[src/rtl/mem_arb_pkg.sv]
// Shared types for the three-source main-memory request arbiter.
package mem_arb_pkg;

   // Arbiter FSM: idle/arbitrate, write issue, read issue, wait for read data
   typedef enum logic [1:0] {
      IDLE = 2'd0,
      WR   = 2'd1,
      RD   = 2'd2,
      WAIT = 2'd3
   } arb_state_t;

   // Owner of the outstanding read; decides where the response is routed
   typedef enum logic {
      OWN_IC = 1'b0,
      OWN_DC = 1'b1
   } arb_owner_t;

endpackage

[src/rtl/mem_arb_slot.sv]
// Single-entry request holding register. A set pulse captures the payload
// when empty; a set while full is dropped and flagged on ovf for one cycle.
module mem_arb_slot #(
   parameter int W = 32
) (
   input  logic         clk,
   input  logic         rst,
   input  logic         set,
   input  logic         clr,
   input  logic [W-1:0] d,
   output logic         full,
   output logic [W-1:0] q,
   output logic         ovf
);

   // A request arriving while the slot is occupied is a protocol violation
   assign ovf = set & full;

   // Occupancy and payload; clear wins because the owner is done with it
   always_ff @(posedge clk) begin
      if (rst) begin
         full <= 1'b0;
         q    <= '0;
      end else if (clr) begin
         full <= 1'b0;
      end else if (set && !full) begin
         full <= 1'b1;
         q    <= d;
      end
   end

endmodule

[src/rtl/mem_req_arbiter.sv]
// Shares main memory between ICache refill, DCache refill and DCache
// writeback. One transaction in flight at a time; DC write > DC read > IC,
// except an IC read that has been passed over MAX_WAIT times wins outright.
module mem_req_arbiter
   import mem_arb_pkg::*;
#(
   parameter int ADDR_W   = 32,
   parameter int BLOCK_DW = 256,
   parameter int MAX_WAIT = 8
) (
   input  logic                clk_i,
   input  logic                rst_i,
   input  logic                ic_rd_valid_i,
   input  logic [ADDR_W-1:0]   ic_rd_addr_i,
   output logic                ic_busy_o,
   output logic                ic_resp_valid_o,
   output logic [BLOCK_DW-1:0] ic_resp_data_o,
   input  logic                dc_rd_valid_i,
   input  logic [ADDR_W-1:0]   dc_rd_addr_i,
   input  logic                dc_wr_valid_i,
   input  logic [ADDR_W-1:0]   dc_wr_addr_i,
   input  logic [BLOCK_DW-1:0] dc_wr_data_i,
   output logic                dc_rd_busy_o,
   output logic                dc_wr_busy_o,
   output logic                dc_resp_valid_o,
   output logic [ADDR_W-1:0]   dc_resp_addr_o,
   output logic [BLOCK_DW-1:0] dc_resp_data_o,
   output logic                mem_rd_valid_o,
   output logic [ADDR_W-1:0]   mem_rd_addr_o,
   output logic                mem_wr_valid_o,
   output logic [ADDR_W-1:0]   mem_wr_addr_o,
   output logic [BLOCK_DW-1:0] mem_wr_data_o,
   input  logic                mem_rd_valid_i,
   input  logic [BLOCK_DW-1:0] mem_rd_data_i,
   output logic                err_o
);

   localparam logic [7:0] MAX_AGE = 8'(MAX_WAIT);

   arb_state_t state;
   arb_owner_t owner;
   logic [7:0] age;

   logic                       ic_full, dcr_full, dcw_full;
   logic                       ic_ovf, dcr_ovf, dcw_ovf;
   logic                       ic_clr, dcr_clr, dcw_clr;
   logic [ADDR_W-1:0]          ic_addr, dcr_addr;
   logic [ADDR_W+BLOCK_DW-1:0] dcw_q;
   logic                       rd_done;
   logic                       grant_ic, grant_dcr, grant_dcw;

   // Read slots free when their data comes back; write slot frees on issue
   assign rd_done = (state == WAIT) && mem_rd_valid_i;
   assign ic_clr  = rd_done && (owner == OWN_IC);
   assign dcr_clr = rd_done && (owner == OWN_DC);
   assign dcw_clr = (state == WR);

   mem_arb_slot #(.W(ADDR_W)) u_ic_slot (
      .clk(clk_i), .rst(rst_i), .set(ic_rd_valid_i), .clr(ic_clr),
      .d(ic_rd_addr_i), .full(ic_full), .q(ic_addr), .ovf(ic_ovf)
   );

   mem_arb_slot #(.W(ADDR_W)) u_dcr_slot (
      .clk(clk_i), .rst(rst_i), .set(dc_rd_valid_i), .clr(dcr_clr),
      .d(dc_rd_addr_i), .full(dcr_full), .q(dcr_addr), .ovf(dcr_ovf)
   );

   mem_arb_slot #(.W(ADDR_W + BLOCK_DW)) u_dcw_slot (
      .clk(clk_i), .rst(rst_i), .set(dc_wr_valid_i), .clr(dcw_clr),
      .d({dc_wr_addr_i, dc_wr_data_i}), .full(dcw_full), .q(dcw_q), .ovf(dcw_ovf)
   );

   assign ic_busy_o    = ic_full;
   assign dc_rd_busy_o = dcr_full;
   assign dc_wr_busy_o = dcw_full;

   // Winner selection from registered slots only; starved IC overrides
   always_comb begin
      grant_ic  = 1'b0;
      grant_dcr = 1'b0;
      grant_dcw = 1'b0;
      if (state == IDLE) begin
         if (ic_full && (age == MAX_AGE)) grant_ic  = 1'b1;
         else if (dcw_full)               grant_dcw = 1'b1;
         else if (dcr_full)               grant_dcr = 1'b1;
         else if (ic_full)                grant_ic  = 1'b1;
      end
   end

   // FSM and registered memory-side issue; memory outputs are 0 except on issue
   always_ff @(posedge clk_i) begin
      if (rst_i) begin
         state          <= IDLE;
         owner          <= OWN_IC;
         mem_rd_valid_o <= 1'b0;
         mem_rd_addr_o  <= '0;
         mem_wr_valid_o <= 1'b0;
         mem_wr_addr_o  <= '0;
         mem_wr_data_o  <= '0;
      end else begin
         mem_rd_valid_o <= 1'b0;
         mem_rd_addr_o  <= '0;
         mem_wr_valid_o <= 1'b0;
         mem_wr_addr_o  <= '0;
         mem_wr_data_o  <= '0;
         case (state)
            IDLE: begin
               if (grant_dcw) begin
                  state          <= WR;
                  mem_wr_valid_o <= 1'b1;
                  mem_wr_addr_o  <= dcw_q[ADDR_W+BLOCK_DW-1:BLOCK_DW];
                  mem_wr_data_o  <= dcw_q[BLOCK_DW-1:0];
               end else if (grant_dcr) begin
                  state          <= RD;
                  owner          <= OWN_DC;
                  mem_rd_valid_o <= 1'b1;
                  mem_rd_addr_o  <= dcr_addr;
               end else if (grant_ic) begin
                  state          <= RD;
                  owner          <= OWN_IC;
                  mem_rd_valid_o <= 1'b1;
                  mem_rd_addr_o  <= ic_addr;
               end
            end
            WR:      state <= IDLE;
            RD:      state <= WAIT;
            WAIT:    if (mem_rd_valid_i) state <= IDLE;
            default: state <= IDLE;
         endcase
      end
   end

   // IC aging: count arbitrations the IC loses while pending, saturating
   always_ff @(posedge clk_i) begin
      if (rst_i) begin
         age <= '0;
      end else if (grant_ic) begin
         age <= '0;
      end else if (ic_full && (grant_dcw || grant_dcr) && (age < MAX_AGE)) begin
         age <= age + 8'd1;
      end
   end

   // Route read data to its owner with a one-cycle response pulse
   always_ff @(posedge clk_i) begin
      if (rst_i) begin
         ic_resp_valid_o <= 1'b0;
         ic_resp_data_o  <= '0;
         dc_resp_valid_o <= 1'b0;
         dc_resp_addr_o  <= '0;
         dc_resp_data_o  <= '0;
      end else begin
         ic_resp_valid_o <= 1'b0;
         dc_resp_valid_o <= 1'b0;
         if (ic_clr) begin
            ic_resp_valid_o <= 1'b1;
            ic_resp_data_o  <= mem_rd_data_i;
         end
         if (dcr_clr) begin
            dc_resp_valid_o <= 1'b1;
            dc_resp_addr_o  <= dcr_addr;
            dc_resp_data_o  <= mem_rd_data_i;
         end
      end
   end

   // Sticky protocol error: dropped request pulse or unsolicited read data
   always_ff @(posedge clk_i) begin
      if (rst_i) begin
         err_o <= 1'b0;
      end else if (ic_ovf || dcr_ovf || dcw_ovf || (mem_rd_valid_i && (state != WAIT))) begin
         err_o <= 1'b1;
      end
   end

endmodule

[config.mk]
export PLATFORM = sky130hd
export DESIGN_NAME = mem_req_arbiter
export DESIGN_NICKNAME = d
export VERILOG_FILES = /design/src/rtl/mem_arb_pkg.sv /design/src/rtl/mem_arb_slot.sv /design/src/rtl/mem_req_arbiter.sv
export SDC_FILE = /design/constraint.sdc
export NUM_CORES = 2
export LEC_CHECK = 0
export CORE_AREA = 2 2 577 579
export DETAILED_ROUTE_END_ITERATION = 8
export DIE_AREA = 0 0 579 581
export DONT_BUFFER_PORTS = 1
export SLEW_MARGIN = 20
export SYNTH_ARGS = -nofsm -noshare
export SYNTH_HDL_FRONTEND = slang
export SYNTH_SLANG_ARGS = --single-unit
export TNS_END_PERCENT = 5
[constraint.sdc]
create_clock -name clk_i -period 1.94 [get_ports clk_i]
set_input_delay 0.194 -clock clk_i [delete_from_list [all_inputs] [get_ports clk_i]]
set_output_delay 0.194 -clock clk_i [all_outputs]
set_load 0.005 [all_outputs]
# ---- Word level (Yosys, flattened, before mapping)
# Cells that the tools add are included.
dict set report classes {
  n_lt_le_gt_ge 1
  mux 26
  addsub 1
  reduce_logical 31
  n_bitwise 9
  n_eq_ne 7
}
# cell n
set op_table {}
lappend op_table {{32-bit 2-to-1 mux} 2}
lappend op_table {{1-bit 2-to-1 mux} 19}
lappend op_table {{1-bit logical AND} 10}
lappend op_table {{2-bit OR reduction} 5}
lappend op_table {{8-bit by 1-bit adder with 8-bit output (second input constant)} 1}
lappend op_table {{8-bit by 4-bit equality test with 1-bit output (second input constant)} 1}
lappend op_table {{8-bit by 4-bit less-than comparator with 1-bit output (second input constant)} 1}
lappend op_table {{2-bit 2-to-1 mux} 4}
lappend op_table {{2-bit case mux with 4 select lines} 1}
lappend op_table {{2-bit AND reduction} 4}
lappend op_table {{1-bit NOT} 6}
lappend op_table {{3-bit OR reduction} 2}
lappend op_table {{2-bit equality test (second input constant)} 2}
lappend op_table {{1-bit logical OR} 4}
lappend op_table {{2-bit != test (second input constant)} 2}
lappend op_table {{4-bit != test (second input constant)} 1}
lappend op_table {{1-bit AND} 3}
lappend op_table {{1-bit zero test} 3}
lappend op_table {{3-bit AND reduction} 1}
lappend op_table {{2-bit by 1-bit equality test with 1-bit output (second input constant)} 1}
lappend op_table {{2-bit zero test} 1}
lappend op_table {{2-bit nonzero test} 1}
dict set report word_totals {
  out_inout_bits 872
  inputBits 614
  reg_bits 1235
  elab_cells 95
}

# ---- Longest topological paths before layout
dict set report logic_depth {
  word_depth 9
  mapped_depth 9
  depth_no_buf 6
}

# ---- Hierarchy
# From an unflattened synthesis, not the netlist that was laid out.
dict set report unflattened {
  hier_cells 4692
  area_unflattened_um2 44027.2
}
# mod area_each_um2 cells_per_inst n_inst
set by_module_without_submodules {}
lappend by_module_without_submodules {mem_req_arbiter 28143.2 3151 1}
lappend by_module_without_submodules {{mem_arb_slot (u_dcw_slot)} 12866.1 1253 1}
lappend by_module_without_submodules {{mem_arb_slot (u_dcr_slot ...)} 1508.9 144 2}

# ---- Worst setup path after synthesis
# Ideal clock, no wire load.
dict set report synth_timing {
  path_kind {register to register}
  start {reg age[0]}
  end {reg mem_wr_data_o[114]}
  period_less_slack_ns 1.724
  arrival_ns 1.609
  setup_slack_ns 0.216
  path_stages_with_launch 10
  setup_ns 0.115
  path_cell_list {dfxtp_1 -> inv_1 -> ha_1 -> nor4b_4 -> nand2_2 -> and3_1 -> buf_6 -> buf_6 -> buf_6 -> and2_1}
}
dict set report synth_between {
  elab_chain_len 6
}
# item line
set synth_rtl {}
lappend synth_rtl {{from (decl)} mem_req_arbiter.sv:42} ;# logic [7:0] age;
lappend synth_rtl {{from (signal assigned)} mem_req_arbiter.sv:140} ;# age <= age + 8'd1;
lappend synth_rtl {{8-bit by 4-bit equality test with 1-bit output} mem_req_arbiter.sv:83} ;# if (ic_full && (age == MAX_AGE)) grant_ic = 1'b1;
lappend synth_rtl {{1-bit logical AND} mem_req_arbiter.sv:83}
lappend synth_rtl {{1-bit 2-to-1 mux} mem_req_arbiter.sv:83}
lappend synth_rtl {{1-bit 2-to-1 mux} mem_req_arbiter.sv:82} ;# if (state == IDLE) begin
lappend synth_rtl {{1-bit NOT (no line)} --}
lappend synth_rtl {{3-bit OR reduction (no line)} --}
lappend synth_rtl {{to (signal assigned)} mem_req_arbiter.sv:112} ;# mem_wr_data_o <= dcw_q[BLOCK_DW-1:0];
lappend synth_rtl {{to (decl)} mem_req_arbiter.sv:32} ;# output logic [BLOCK_DW-1:0] mem_wr_data_o,
# Every way passes these cells.
# A chain may end at the register's enable or synchronous reset.

# ---- Worst setup path after layout
dict set report layout_timing {
  start {reg u_dcw_slot.full}
  end {reg u_dcw_slot.q[213]}
}
dict set report layout_between {
  elab_chain_len 3
}
# item line
set layout_rtl {}
lappend layout_rtl {{from (decl)} mem_arb_slot.sv:11} ;# output logic full,
lappend layout_rtl {{from (signal assigned)} mem_arb_slot.sv:22} ;# full <= 1'b0;
lappend layout_rtl {{from (signal assigned)} mem_arb_slot.sv:25} ;# full <= 1'b0;
lappend layout_rtl {{from (signal assigned)} mem_arb_slot.sv:27} ;# full <= 1'b1;
lappend layout_rtl {{1-bit zero test} mem_arb_slot.sv:26} ;# end else if (set && !full) begin
lappend layout_rtl {{1-bit logical AND} mem_arb_slot.sv:26}
lappend layout_rtl {{2-bit AND reduction (no line)} --}
lappend layout_rtl {{to (signal assigned)} mem_arb_slot.sv:23} ;# q <= '0;
lappend layout_rtl {{to (signal assigned)} mem_arb_slot.sv:28} ;# q <= d;
lappend layout_rtl {{to (decl)} mem_arb_slot.sv:12} ;# output logic [W-1:0] q,
# Every way passes these cells.

==> qor.txt <==
DR vias: 33700
Post-Synth XOR/XNOR Area: 0.0224%
Setup CP Type: reg -> reg
Die X: 579 um
Synth Instances: 4084
clock share of power: 47.7%
status: complete, but fails checks
post-synthesis cell area: 39000 sq um
RSZ-0062 raised after global routing: yes
post-synthesis register bit count: 1235
final setup violating endpoints: 68
Ys Warns: 0
worst hold slack: -0.537 ns
Worst Setup SP: u_dcw_slot.full
min Tclk post-route: 2.06 ns
Comb pwr share: 7.6%
DP Worst Slack: 0.0210 ns
Worst Setup EP: u_dcw_slot.q[213]
max-cap violations: 0
DR vias/cell: 3.63
first-pass GRT wire length: 331 mm
crit path capture type: flip-flop
met2 GRT Util: 23.3%
P_sw: 0.0159 W
number of global-route vias before repair: 32200
largest net degree at the start of global routing: 623
mux cell area share after synthesis: 0.0257%
Clock Pin Slew Worst Setup and Hold Paths: 0.06 ns
number of flops mapped to enable cells by yosys: 0
Pre-Repair DR Iteration Count: 6
leakage: 20.0 nW
DRC: 0
main flop type after synthesis: dfxtp_1
htree depth: 4
I/O pin count: 1486
Critical Path RT: 2.50 ns
worst-skew pair later-pin latency: 0.86 ns
most frequent cells in the layout: 1232 x dfxtp_1, 1217 x nand2_1, 614 x dlygate4sd3_1
row count: 211
final hold violation count: 188
Iteration-0 DRC Markers: 2551
RR Endpoint: u_dcw_slot.q[213]
Routed Antenna Nets: 0
gr busiest metal: met2
arrival time at the worst endpoint: 2.62 ns
sequential area share after synthesis: 63.4%
Setup Skew: 0.0670 ns
worst-path maximum fanout: 81
r2r setup slk: -0.12 ns
failing checks: hold timing, slew limit, setup timing
Final HPWL DP: 216 mm
VDD IR max: 711 uV
startpoint class of the critical path: flip-flop
CTS tree: yes
combinational family with the most area after synthesis: simple AND/OR/NAND/NOR gates
sequential power share: 44.6%
r2r worst-path depth: 5
switching share of power: 26.3%
DR WL/cell: 28.4 um
Area Overhead vs Synth: 44.5%
die height: 581 um
CTS Sinks: 1235
pwr/cell area: 1070 nW/um^2
Design Power: 0.0604 W
clk root buf: clkbuf_16
final period utilization: 106%
nets: 5330
Synth Area in Compound Gates: 15.3%
Overflow after GRT: 0
die area: 336000 sq um
GPL Wtd Cong: 0.929
CTS Buf Count: 151
f_max: 484 MHz
Yosys cell types: 48
Max-slew headroom: -96.1%
Int Pwr: 0.0445 W
Synth Area in Adders: 0.0641%
Synth Area in Simple Gates: 17.4%
grt met1 use: 16.2%
routed wire length: 263 mm
post-layout util: 17.1%
Reg2Reg Launch Point: u_dcw_slot.full
Slew Viols, Final: 256
worst-margin pin slew: 2.94 ns
Syn Nets: 4700
input/output buffers: 0
initial antenna violation count: 223
share of cells above drive strength 1: 9.20%
Tightest Hold Check Type: in -> reg
Post-synth ARST share: 0%
core area: 330000 sq um
mean cell area of the mapped netlist: 9.55 sq um
Initial Util: 11.8%
total track usage: 14.9%
worst setup margin: -0.125 ns
Clock Path Buffers: 4
met3 GRT Util: 7.51%
commonest non-fill, non-tap cell in the layout: dfxtp_1
## synth_stat cells, drive strengths merged, types with 3 or more instances
library cell	instances	share of area, %
clkbuf	159	1.5
dfxtp	1235	63
nor3	6	0.090
nand2	1220	12
a22o	288	6.5
inv	3	0.029
nor2	42	0.41
buf	156	2.3
a21oi	613	7.9
a32oi	32	0.72
and2	293	4.7
## layer usage
| layer | share of wire, % | up-vias |
|---|---|---|
| met4 | 6.5 | 78 |
| met2 | 44 | 2068 |
| met1 | 37 | 16100 |
| li1 | - | 14900 |
| met5 | 0.20 | - |
| met3 | 13 | 639 |
## critical path: stages (launching register included)
cell     delay [ns]
dfxtp_1        0.37
buf_4          0.21
or3b_4         0.48
buf_16         0.21
nand2_2        0.21
a21oi_1        0.09
## kinds of logic (layout without fill, tap and decap cells)
family          Yosys count  count (layout)
compound gates          944             944
fa+ha+maj                 2               2
other cells               0              92
simple gates           1583            1583
buf+inv                 318            1062
xor+xnor                  1               1
flops                  1235            1235
mux                       1               1
## repair_timing
action / in CTS / in global routing
pin swaps: 0 / 2
endpoints found under the hold margin: 926 / 626
hold buffers: 583 / 31
resized for setup: 2 / 7
setup endpoints to repair: 2 / 311
setup buffers: 0 / 1
## per-stage QoR
step / TNS (ns) / instance area [sq um] / std cells
after global routing: -2.15 / 56300 / 9266
after CTS: 0 / 55800 / 9162
after floorplan: 0 / 39000 / 4084
after global placement: -0.0344 / 45000 / 8312
final: -3.34 / 56400 / 9286
after detailed placement: 0 / 45000 / 8312
## power groups by stage
| stage | combinational, W | sequential (W) | clock, W |
|---|---|---|---|
| 6_report | 0.00460 | 0.0270 | 0.0288 |
| 5_1_grt | 0.00496 | 0.0270 | 0.0306 |
| 4_1_cts | 0.00457 | 0.0269 | 0.0296 |
| 3_5_place_dp | 0.00292 | 0.0275 | 0 |
| 3_3_place_gp | 0.00289 | 0.0275 | 0 |
| 2_1_floorplan | 0.00202 | 0.0270 | 0 |
## registers in the layout (all words and copies together) (netlist names), 2 cells and up
register	flops
dc_resp_data_o	256
u_ic_slot.q	32
ic_resp_data_o	256
dc_resp_addr_o	32
u_dcw_slot.q	288
mem_wr_addr_o	32
mem_rd_addr_o	32
state	2
u_dcr_slot.q	32
mem_wr_data_o	256
age	8
## area by class of cell
| cell class | instances | area [sq um] |
|---|---|---|
| clock inverters | 70 | 808 |
| fillers | 36600 | 273000 |
| clock buffers | 197 | 4170 |
| flip-flops and latches | 1235 | 24700 |
| diodes | 92 | 230 |
| inverters | 3 | 11.3 |
| repair buffers | 792 | 8130 |
| multi-input cells | 2531 | 12800 |
| well taps | 4366 | 5460 |
## worst min-delay path by stage
| stage | start | endpoint | slack, ns | cells after the start |
|---|---|---|---|---|
| 2_1_floorplan | dc_rd_valid_i | u_dcr_slot.full | 0.30 | 1 |
| 3_3_place_gp | rst_i | u_dcw_slot.q[3] | 0.30 | 1 |
| 3_5_place_dp | rst_i | u_dcw_slot.q[50] | 0.31 | 1 |
| 4_1_cts | rst_i | u_dcw_slot.q[50] | -0.65 | 1 |
| 5_1_grt | rst_i | u_dcw_slot.q[3] | -0.61 | 1 |
| 6_report | rst_i | u_dcw_slot.q[3] | -0.54 | 1 |
No activity file was read; power rests on OpenSTA's default activity.
